File: config.mk
export PLATFORM = sky130hd
export DESIGN_NAME = perceptron_seq_flat
export DESIGN_NICKNAME = d
export VERILOG_FILES = /design/src/rtl/perceptron_pkg.sv /design/src/rtl/perceptron_seq_if.sv /design/src/rtl/perceptron_mac.sv /design/src/rtl/perceptron_seq.sv /design/src/flat_wrapper.sv
export SDC_FILE = /design/constraint.sdc
export NUM_CORES = 1
export LEC_CHECK = 0
export ABC_AREA = 0
export BUFFER_PORTS_ARGS = -buffer_cell sky130_fd_sc_hd__buf_2
export CORE_MARGIN = 2
export CORE_UTILIZATION = 52
export DETAILED_ROUTE_END_ITERATION = 10
export PLACE_DENSITY = 0.78
export SLEW_MARGIN = 10
export SYNTH_ARGS = -nofsm -noshare
export SYNTH_HDL_FRONTEND = slang
export SYNTH_SLANG_ARGS = --single-unit
File: constraint.sdc
create_clock -name clk -period 7.18 [get_ports clk]
set_clock_uncertainty 0.15 [all_clocks]
set_input_delay 0.359 -clock clk [delete_from_list [all_inputs] [get_ports clk]]
set_output_delay 0.359 -clock clk [all_outputs]
set_load 0.02 [all_outputs]
File: src/rtl/perceptron_pkg.sv
// Shared definitions for the time-multiplexed perceptron.
// Default geometry, FSM state encoding, the fixed-point 1.0 constant and
// a WIDTH-bit signed saturating adder used by the weight-update pass.
package perceptron_pkg;

  localparam int unsigned N_INPUTS_D = 4;
  localparam int unsigned WIDTH_D    = 6;
  localparam int unsigned FRAC_D     = 3;
  localparam int unsigned ACC_W_D    = 12;

  typedef enum logic [2:0] {IDLE, MAC, DECIDE, UPDATE, DONE} state_e;

  localparam logic signed [WIDTH_D-1:0] ONE  = WIDTH_D'(1 << FRAC_D);
  localparam logic signed [WIDTH_D-1:0] SMAX = {1'b0, {(WIDTH_D-1){1'b1}}};
  localparam logic signed [WIDTH_D-1:0] SMIN = {1'b1, {(WIDTH_D-1){1'b0}}};

  // One guard bit catches overflow: if the two top bits of the sum differ,
  // the true result is out of range and the guard bit gives its sign.
  function automatic logic signed [WIDTH_D-1:0] sat_add(
    input logic signed [WIDTH_D-1:0] a,
    input logic signed [WIDTH_D-1:0] b
  );
    logic [WIDTH_D:0] s;
    s = {a[WIDTH_D-1], a} + {b[WIDTH_D-1], b};
    if (s[WIDTH_D] != s[WIDTH_D-1]) sat_add = s[WIDTH_D] ? SMIN : SMAX;
    else                            sat_add = s[WIDTH_D-1:0];
  endfunction

endpackage

File: src/rtl/perceptron_seq_if.sv
// Host-side bundle of the perceptron sequencer.
// master: host (drives load/start/feature inputs, observes status/result).
// slave : perceptron_seq.
interface perceptron_seq_if
  import perceptron_pkg::*;
#(
  parameter int unsigned N_INPUTS = N_INPUTS_D,
  parameter int unsigned WIDTH    = WIDTH_D,
  parameter int unsigned ACC_W    = ACC_W_D
);
  localparam int unsigned AW = $clog2(N_INPUTS + 1);

  logic                      wr_en;
  logic [AW-1:0]             wr_addr;
  logic [WIDTH-1:0]          wr_data;
  logic                      start;
  logic                      train;
  logic                      target;
  logic [N_INPUTS*WIDTH-1:0] x_in;
  logic                      busy;
  logic                      done;
  logic                      y_out;
  logic [ACC_W-1:0]          acc_out;
  logic                      updated;

  modport master (
    output wr_en, wr_addr, wr_data, start, train, target, x_in,
    input  busy, done, y_out, acc_out, updated
  );

  modport slave (
    input  wr_en, wr_addr, wr_data, start, train, target, x_in,
    output busy, done, y_out, acc_out, updated
  );

endinterface

File: src/rtl/perceptron_mac.sv
// Shared multiply-accumulate datapath.
// Ports: clk, reset (async, active-high); clr zeroes acc, load sets acc to
// load_val, en adds (w*x)>>>FRAC (floor, sign-extended) to acc.
// Priority clr > load > en; acc wraps in two's complement.
module perceptron_mac #(
  parameter int unsigned WIDTH = 6,
  parameter int unsigned FRAC  = 3,
  parameter int unsigned ACC_W = 12
) (
  input  logic                    clk,
  input  logic                    reset,
  input  logic                    clr,
  input  logic                    load,
  input  logic                    en,
  input  logic signed [ACC_W-1:0] load_val,
  input  logic signed [WIDTH-1:0] w,
  input  logic signed [WIDTH-1:0] x,
  output logic signed [ACC_W-1:0] acc
);

  logic signed [2*WIDTH-1:0] prod;
  logic signed [2*WIDTH-1:0] scaled;
  logic signed [ACC_W-1:0]   p;

  assign prod   = w * x;
  assign scaled = prod >>> FRAC;
  assign p      = ACC_W'(scaled);

  always_ff @(posedge clk or posedge reset) begin
    if (reset)     acc <= '0;
    else if (clr)  acc <= '0;
    else if (load) acc <= load_val;
    else if (en)   acc <= acc + p;
  end

endmodule

File: src/rtl/perceptron_seq.sv
// Sequencer for a time-multiplexed perceptron: y = (bias + sum w[i]*x[i] >= 0),
// one feature per cycle through a shared MAC, with an optional perceptron
// update pass (learning rate 1.0) when training and misclassified.
// Ports: clk; reset (async, active-high); bus (slave) carries weight/bias
// writes, start/train/target/x_in, and busy/done/y_out/acc_out/updated.
module perceptron_seq
  import perceptron_pkg::*;
#(
  parameter int unsigned N_INPUTS = N_INPUTS_D,
  parameter int unsigned WIDTH    = WIDTH_D,
  parameter int unsigned FRAC     = FRAC_D,
  parameter int unsigned ACC_W    = ACC_W_D
) (
  input logic             clk,
  input logic             reset,
  perceptron_seq_if.slave bus
);

  localparam int unsigned AW = $clog2(N_INPUTS + 1);
  localparam int unsigned SW = $clog2(N_INPUTS);
  localparam logic [AW-1:0] LAST_X = AW'(N_INPUTS - 1);
  localparam logic [AW-1:0] BIAS_A = AW'(N_INPUTS);

  state_e state, state_n;

  logic [AW-1:0]           idx;
  logic [SW-1:0]           sel;
  logic signed [WIDTH-1:0] w     [N_INPUTS];
  logic signed [WIDTH-1:0] x_lat [N_INPUTS];
  logic signed [WIDTH-1:0] bias;
  logic                    train_q, target_q;
  logic signed [ACC_W-1:0] acc;
  logic                    mac_clr, mac_load, mac_en;
  logic                    y_now;
  logic signed [WIDTH-1:0] w_upd, b_upd;
  logic                    y_q, upd_q;
  logic [ACC_W-1:0]        acc_q;

  assign sel   = idx[SW-1:0];
  assign y_now = ~acc[ACC_W-1];

  // -x is formed as ~x + 1 through the saturating adder so that negating
  // the most-negative feature clamps to max before it is added to w.
  assign w_upd = sat_add(w[sel], target_q ? x_lat[sel]
                                          : sat_add(~x_lat[sel], WIDTH'(1)));
  assign b_upd = sat_add(bias, target_q ? ONE : -ONE);

  perceptron_mac #(
    .WIDTH (WIDTH),
    .FRAC  (FRAC),
    .ACC_W (ACC_W)
  ) u_mac (
    .clk      (clk),
    .reset    (reset),
    .clr      (mac_clr),
    .load     (mac_load),
    .en       (mac_en),
    .load_val (ACC_W'(bias)),
    .w        (w[sel]),
    .x        (x_lat[sel]),
    .acc      (acc)
  );

  always_ff @(posedge clk or posedge reset) begin
    if (reset) state <= IDLE;
    else       state <= state_n;
  end

  always_comb begin
    state_n  = state;
    mac_clr  = 1'b0;
    mac_load = 1'b0;
    mac_en   = 1'b0;
    case (state)
      IDLE: begin
        if (!bus.wr_en && bus.start) begin
          state_n  = MAC;
          mac_load = 1'b1;
        end
      end
      MAC: begin
        mac_en = 1'b1;
        if (idx == LAST_X) state_n = DECIDE;
      end
      DECIDE:  state_n = (train_q && (y_now != target_q)) ? UPDATE : DONE;
      UPDATE:  if (idx == BIAS_A) state_n = DONE;
      DONE: begin
        mac_clr = 1'b1;
        state_n = IDLE;
      end
      default: state_n = IDLE;
    endcase
  end

  always_ff @(posedge clk or posedge reset) begin
    if (reset) begin
      idx      <= '0;
      bias     <= '0;
      train_q  <= 1'b0;
      target_q <= 1'b0;
      y_q      <= 1'b0;
      upd_q    <= 1'b0;
      acc_q    <= '0;
      for (int unsigned i = 0; i < N_INPUTS; i++) begin
        w[i]     <= '0;
        x_lat[i] <= '0;
      end
    end else begin
      case (state)
        IDLE: begin
          if (bus.wr_en) begin
            if (bus.wr_addr == BIAS_A)      bias <= bus.wr_data;
            else if (bus.wr_addr < BIAS_A)  w[bus.wr_addr[SW-1:0]] <= bus.wr_data;
          end else if (bus.start) begin
            idx      <= '0;
            train_q  <= bus.train;
            target_q <= bus.target;
            for (int unsigned i = 0; i < N_INPUTS; i++)
              x_lat[i] <= bus.x_in[i*WIDTH +: WIDTH];
          end
        end
        MAC:    idx <= (idx == LAST_X) ? '0 : idx + AW'(1);
        DECIDE: idx <= '0;
        UPDATE: begin
          if (idx == BIAS_A) bias   <= b_upd;
          else               w[sel] <= w_upd;
          idx <= idx + AW'(1);
        end
        default: ;
      endcase

      // acc is frozen during UPDATE, so the result is captured on entry to DONE.
      if (state_n == DONE && state != DONE) begin
        y_q   <= y_now;
        acc_q <= acc;
        upd_q <= (state == UPDATE);
      end
    end
  end

  assign bus.busy    = (state != IDLE);
  assign bus.done    = (state == DONE);
  assign bus.y_out   = y_q;
  assign bus.acc_out = acc_q;
  assign bus.updated = upd_q;

endmodule

File: src/flat_wrapper.sv
// flat-port wrapper written by rule: the top's interface ports become plain ports
module perceptron_seq_flat import perceptron_pkg::*;
#(
  parameter int unsigned N_INPUTS = N_INPUTS_D,
  parameter int unsigned WIDTH    = WIDTH_D,
  parameter int unsigned FRAC     = FRAC_D,
  parameter int unsigned ACC_W    = ACC_W_D
)
  (clk, reset, bus_wr_en, bus_wr_addr, bus_wr_data, bus_start, bus_train, bus_target, bus_x_in, bus_busy, bus_done, bus_y_out, bus_acc_out, bus_updated);
  perceptron_seq_if #(.N_INPUTS(N_INPUTS), .WIDTH(WIDTH), .ACC_W(ACC_W)) bus_i ();
  input logic clk;
  input logic reset;
  input wire logic [$bits(bus_i.wr_en)-1:0] bus_wr_en;
  input wire logic [$bits(bus_i.wr_addr)-1:0] bus_wr_addr;
  input wire logic [$bits(bus_i.wr_data)-1:0] bus_wr_data;
  input wire logic [$bits(bus_i.start)-1:0] bus_start;
  input wire logic [$bits(bus_i.train)-1:0] bus_train;
  input wire logic [$bits(bus_i.target)-1:0] bus_target;
  input wire logic [$bits(bus_i.x_in)-1:0] bus_x_in;
  output wire logic [$bits(bus_i.busy)-1:0] bus_busy;
  output wire logic [$bits(bus_i.done)-1:0] bus_done;
  output wire logic [$bits(bus_i.y_out)-1:0] bus_y_out;
  output wire logic [$bits(bus_i.acc_out)-1:0] bus_acc_out;
  output wire logic [$bits(bus_i.updated)-1:0] bus_updated;
  assign bus_i.wr_en = bus_wr_en;
  assign bus_i.wr_addr = bus_wr_addr;
  assign bus_i.wr_data = bus_wr_data;
  assign bus_i.start = bus_start;
  assign bus_i.train = bus_train;
  assign bus_i.target = bus_target;
  assign bus_i.x_in = bus_x_in;
  assign bus_busy = bus_i.busy;
  assign bus_done = bus_i.done;
  assign bus_y_out = bus_i.y_out;
  assign bus_acc_out = bus_i.acc_out;
  assign bus_updated = bus_i.updated;
  perceptron_seq #(.N_INPUTS(N_INPUTS), .WIDTH(WIDTH), .FRAC(FRAC), .ACC_W(ACC_W)) u_core (.clk(clk), .reset(reset), .bus(bus_i));
endmodule
==> metrics.md, run 1 <==
| Metric | Value |
|---|---|
| Number of synthesized flops with an enable pin | 0 |
| Clk buf depth | 2 |
| Share of the synthesized area in the top cell type | 0.338 |
| Post-DRT Antenna Nets | 0 |
| Worst Hold Class | in2async |
| Crit end category | flop |
| Async S/R FF share, synth | 1.00 |
| Max_slew headroom | 0.237 |
| Max Fclk | about 150 MHz |
| Row cnt | 40 |
| Post-synthesis cell count | between 600 and 700 |
| GR Overflow Total | 0 |
| Metal3 WL | roughly 550 um |
| Boundary pin count | 55 |
| RSZ-0062 raised after global routing | no |
| Core Area | between 10000 and 15000 um^2 |
| Port Buffers | 54 |
| H-tree depth | 3 |
| GP Congestion | a little over 0.9 |
| Critical path peak fanout | 17 |
| Ant diodes | 0 |
| WP data required | a little over 7 ns |
| Synth top cells by count | dfrtp_1, nor2_1, nand2_1, ha_1, inv_1 |
| Largest net degree at the start of global routing | slightly below 90 |
| Register Area | approximately 2200 um^2 |
| Drt first pass iters | 4 |
| Drt wl/cell | about 17 um |
| Final min period | between 6 and 7 ns |
| CTS sink cnt | a little under 90 |
| Met1 WL | between 6000 and 7000 um |
| Post-synthesis cell type with the largest combined area | dfrtp_1 |
| CTS buffer count | 9 |
| Syn Nets | ~760 |
| Die footprint | roughly 13000 um^2 |
| Initial Util | 0.539 |
| Buffer count from post-CTS setup fixing | 0 |
| Cell Area, Synth | around 6500 um^2 |
| Layout cells sized above 1 | 0.193 |
| Max-slew violations | 0 |
| Total track usage | 0.233 |
| Top cells by area, synth | dfrtp_1, fa_1, ha_1 |
| Via-per-instance ratio | between 5 and 6 |
| Clock-pin slew of the registers on the worst-case setup and hold paths | roughly 0.060 ns |
| Die width | approximately 120 um |
| First-pass GRT wire length | approximately 24000 um |
| Drt drc | 0 |
| Antenna violations before repair | 0 |
| Main flop type after synthesis | dfrtp_1 |
| Netlist cell types | 57 |
| DR top layer | met4 |
| Final worst path period share | 0.918 |
| DRC marker count from the first detailed-route iteration | approximately 320 |
| Final WL | approximately 15000 um |
| Area added between synthesis and finish | 10.3% |
| Top-count cell post-synth | dfrtp_1 |
| Final Hold Fails | 0 |
| Worst slew pin tran | between 1 and 1.5 ns |
| Max Cap Viol | 0 |
| Setup violations, final | 0 |
| Synthesis-stage register bit count | between 80 and 90 |
| CTS tree | done |
| Seq/Total Area, Yosys | 0.338 |
| Setup_tns | 0 ns |
| Fill count | around 1000 |
| Clk_lat worst skew | 0.35 ns |
| Worst setup SP type | flop |
| Status | finished, final reports clean |
| Post-DP HPWL | between 10000 and 15000 um |
| Final nets | roughly 800 |
| Syn Area/Cell | around 10 um^2 |
| Critical path arrival | 6.66 ns |
| Die Height | around 120 um |
| WL met2 | 7390 um |
| Clk Tree Root Cell | clkbuf_16 |
| Area of the multi-input gates | between 4000 and 5000 um^2 |
| Setup Crit Path Kind | reg2reg |
| Yosys warning total | 0 |
| Via count | 4817 |
| Vias in the first global route | 4954 |
==> flip-flops by register name, indices dropped and copies added (netlist names) <==
| register | count |
|---|---|
| u_core.train_q | 1 |
| u_core.w | 24 |
| u_core.idx | 3 |
| u_core.bus.y_out | 1 |
| u_core.u_mac.acc | 12 |
| u_core.bus.updated | 1 |
| u_core.bias | 6 |
| u_core.target_q | 1 |
| u_core.bus.acc_out | 12 |
| u_core.state | 3 |
| u_core.x_lat | 24 |
==> logic make-up after synthesis <==
group                      Yosys count  share of synthesized area
adders and majority gates           75                      0.177
muxes                               82                      0.155
xor gates and xnor gates            27                     0.0363
DFF                                 88                      0.338
buffers and inverters               65                     0.0412
AOI/OAI and AO/OA                  127                      0.124
and+or+nand+nor                    177                      0.129
==> repair_timing <==
item | CTS | global route
endpoints found under the setup margin | 0 | 3
gates resized for setup | 0 | 2
hold buffers | 0 | 0
==> path summary, 6_finish.rpt <==
check,startpoint,to,slack [ns],cells past startpoint
worst min register to register,u_core.x_lat[10],u_core.x_lat[10],0.35,1
worst max register to register,u_core.idx[1],u_core.u_mac.acc[10],0.59,19
worst min-delay path,reset,u_core.train_q,0.07,3
worst max-delay path,u_core.idx[1],u_core.u_mac.acc[10],0.59,19
max in group asynchronous,reset,u_core.idx[1],6.25,3
min in group clk,bus_x_in[15],u_core.x_lat[9],0.09,2
==> per-stage QoR <==
step	setup WS, ns	utilization	hold WS [ns]	instance area, um^2	instances
after floorplan	0.834	-	0.299	6520	641
after global placement	0.561	0.570	0.317	6900	842
after detailed placement	0.268	0.570	0.341	6900	842
after CTS	0.284	0.593	0.0831	7190	858
after global routing	0.146	0.594	0.0873	7190	858
final	0.589	0.594	0.0700	7190	858
==> area by class of cell <==
class / count / share of cell area
Clock inverter: 6 / 0.00609
Tap cell: 168 / 0.0292
Inverter: 43 / 0.0226
Sequential cell: 88 / 0.306
Multi-Input combinational cell: 488 / 0.563
Clock buffer: 10 / 0.0332
Timing Repair Buffer: 55 / 0.0391
==> layer usage <==
layer / global-route usage / vias up
met2: 0.393 / 108
met3: 0.0397 / 10
li1: - / 2335
met5: 0 / -
met4: 0.0690 / 0
met1: 0.311 / 2364
==> placed cells by master, fill, tap and decap left out, types with 21 or more instances in the layout <==
master	n
and2_1	21
mux2_2	40
fa_1	29
mux2i_1	31
ha_1	46
a21oi_1	32
nor2_1	57
inv_1	42
xnor2_1	21
o21ai_0	36
dfrtp_1	86
buf_2	54
nand2_1	55
==> worst max-delay path, stage by stage (launching register included) <==
cell,delay (ns)
dfrtp_2,0.64
mux4_2,0.70
and2_1,0.21
fa_1,0.64
inv_1,0.15
fa_1,0.56
inv_1,0.06
fa_1,0.47
ha_1,0.30
ha_1,0.35
nand3_1,0.11
o211ai_1,0.11
nor4_1,0.19
nor3_1,0.11
xnor2_1,0.42
ha_1,0.36
a21oi_1,0.22
o21ai_0,0.15
and4b_1,0.22
or3_1,0.33
Power of run 1 is left out: the tool's default activity adds up to more than one toggle a clock period on the data nets, which glitch-free logic cannot reach.
==> run 2: changes to the inputs <==
--- a/config.mk
+++ b/config.mk
@@ -9,8 +9,10 @@
 export BUFFER_PORTS_ARGS = -buffer_cell sky130_fd_sc_hd__buf_2
 export CORE_MARGIN = 2
 export CORE_UTILIZATION = 52
+export CTS_BUF_LIST = sky130_fd_sc_hd__clkbuf_8
 export DETAILED_ROUTE_END_ITERATION = 10
 export PLACE_DENSITY = 0.78
+export REMOVE_ABC_BUFFERS = 1
 export SLEW_MARGIN = 10
 export SYNTH_ARGS = -nofsm -noshare
 export SYNTH_HDL_FRONTEND = slang
==> metrics.md, run 2 (synthesized netlist as in run 1, its figures left out) <==
| Metric | Value |
|---|---|
| Status | finished, final reports clean (unchanged) |
| Final Hold Fails | 0 (unchanged) |
| Clock-pin slew of the registers on the worst-case setup and hold paths | 0.10 ns (was 0.06 ns) |
| CTS buffer count | 9 (unchanged) |
| Clk Tree Root Cell | clkbuf_8 (was clkbuf_16) |
| Via-per-instance ratio | 5.82 (was 5.61) |
| Slowest-stage cell, CP | dfrtp_1 (was mux4_2) |
| Port Buffers | 54 (unchanged) |
| Post-DP HPWL | 11400 um (was 11000 um) |
| CTS sink cnt | 88 (unchanged) |
| Fill count | 1041 (was 1021) |
| Via count | 5002 (was 4817) |
| Area added between synthesis and finish | 9.05% (was 10.3%) |
| Critical path peak fanout | 17 (unchanged) |
| RR Endpoint | u_core.u_mac.acc[10] (unchanged) |
| Reg-to-reg startpoint | u_core.idx[0] (was u_core.idx[1]) |
| Final nets | 800 (was 799) |
| Setup Crit Path Kind | reg2reg (unchanged) |
| Setup_tns | 0 ns (unchanged) |
| Commonest non-fill, non-tap cells in the layout | dfrtp_1, nor2_1, nand2_1 (unchanged) |
| Crit end category | flop (unchanged) |
| Worst Hold Class | in2reg (was in2async) |
| HP Start | bus_x_in[2] |
| Max Cap Viol | 0 (unchanged) |
| Critical path arrival | 6.91 ns (was 6.66 ns) |
| Drt drc | 0 (unchanged) |
| Row cnt | 40 (unchanged) |
| Buffer count from post-CTS setup fixing | 0 (unchanged) |
| GR Overflow Total | 0 (unchanged) |
| Hold path cells | 2 |
| Worst slew pin tran | 1.20 ns (was 1.14 ns) |
| Antenna violations before repair | 0 (unchanged) |
| Final min period | 6.81 ns (was 6.59 ns) |
| Hold Path End | u_core.x_lat[20] |
| CTS tree | done (unchanged) |
| Crit path cell chain | mux4_2 > nand2b_1 > fa_1 > fa_1 > inv_1 > fa_1 > fa_1 > ha_1 > a21oi_1 > o211ai_1 > nor4_1 > nor3_1 > xnor2_1 > ha_1 > a21oi_1 > o21ai_0 > and4b_1 > or3_1 (was mux4_2 > and2_1 > fa_1 > inv_1 > fa_1 > inv_1 > fa_1 > ha_1 > ha_1 > nand3_1 > o211ai_1 > nor4_1 > nor3_1 > xnor2_1 > ha_1 > a21oi_1 > o21ai_0 > and4b_1 > or3_1) |
| Boundary pin count | 55 (unchanged) |
| Largest net degree at the start of global routing | 89 (unchanged) |
| DRC marker count from the first detailed-route iteration | 429 (was 315) |
| Total track usage | 0.237 (was 0.233) |
| Clk_lat worst skew | 0.38 ns (was 0.35 ns) |
| Resized cells post-CTS | 0 (unchanged) |
| Hold buffer count at CTS | 0 (unchanged) |
| Drt wl/cell | 17.5 um (was 17.0 um) |
| WP data required | 7.28 ns (was 7.25 ns) |
| Core Area | 12100 um^2 (unchanged) |
| Drt first pass iters | 5 (was 4) |
| Worst setup SP type | flop (unchanged) |
| Die footprint | 13500 um^2 (unchanged) |
| Slowest cell delay on critical path | 0.89 ns (was 0.70 ns) |
| Vias in the first global route | 5205 (was 4954) |
| H-tree depth | 3 (unchanged) |
| Setup violations, final | 0 (unchanged) |
| Ant diodes | 0 (unchanged) |
| Most common library cell in the layout ignoring fill and taps | dfrtp_1 (unchanged) |
| Top Registers | u_core.w x24, u_core.x_lat x24 (unchanged) |
| GP Congestion | 0.906 (was 0.920) |
| Final WL | 15000 um (was 14600 um) |
| RSZ-0062 raised after global routing | no (unchanged) |
| Post-DRT Antenna Nets | 0 (unchanged) |
| Crit path top cell by count | fa_1 |
| Final worst path period share | 0.948 (was 0.918) |
| Clk buf depth | 2 (unchanged) |
| Die width | 116 um (unchanged) |
| First-pass GRT wire length | 24800 um (was 24300 um) |
| Max_slew headroom | 0.198 (was 0.237) |
| Max Fclk | 147 MHz (was 152 MHz) |
| R2R cell count | 18 (was 19) |
| Layout cells sized above 1 | 0.190 (was 0.193) |
| Initial Util | 0.539 (unchanged) |
| R2r setup slk | 0.37 ns (was 0.59 ns) |
| Max-slew violations | 0 (unchanged) |
| Die Height | 116 um (unchanged) |
-- run 2: worst max path at each step --
stage	from	end	slack (ns)	cells after the start
global route	u_core.idx[0]	u_core.u_mac.acc[10]	0.02	18
CTS	u_core.idx[0]	u_core.u_mac.acc[10]	0.36	18
global placement	u_core.idx[0]	u_core.u_mac.acc[10]	0.59	18
detailed placement	u_core.idx[0]	u_core.u_mac.acc[10]	0.35	18
floorplan	u_core.idx[0]	u_core.u_mac.acc[11]	0.97	21
finish	u_core.idx[0]	u_core.u_mac.acc[10]	0.37	18
-- run 2: routing by layer --
layer | wire [um] | track usage | up-vias
met3 | 800 | 0.0377 | 32
met1 | 6310 | 0.301 | 2451
met5 | 0 | 0 | -
li1 | - | - | 2327
met4 | 409 | 0.0984 | 0
met2 | 7490 | 0.406 | 192
-- run 2: cell type report --
| cell class | instances | area, um^2 | share of cell area |
|---|---|---|---|
| clock buffer | 9 | 124 | 0.0174 |
| clock inverter | 7 | 71.3 | 0.0100 |
| timing repair buffer | 56 | 285 | 0.0401 |
| sequential | 88 | 2200 | 0.310 |
| multi-input combinational | 488 | 4060 | 0.570 |
| tap | 168 | 210 | 0.0296 |
| inverter | 43 | 163 | 0.0229 |
-- run 2: worst max-delay path, delay by kind of cell, from the launching register on --
family / cells / cell delay [ns]
compound gates: 4 / 0.68
mux: 1 / 0.66
simple gates: 5 / 1.07
fa+ha+maj: 6 / 2.77
buf+inv: 1 / 0.06
flops: 1 / 0.89
xor+xnor: 1 / 0.40
-- run 2: stage by stage --
stage	utilization	area (um^2)	std cells	setup WS, ns	hold slack [ns]
finish	0.587	7110	859	0.374	0.0534
CTS	0.587	7110	859	0.364	0.0469
floorplan	-	6410	619	0.967	0.299
global placement	0.571	6910	843	0.586	0.314
global route	0.587	7110	859	0.0216	0.0477
detailed placement	0.571	6910	843	0.354	0.326
Power of run 2 is left out for the same reason.
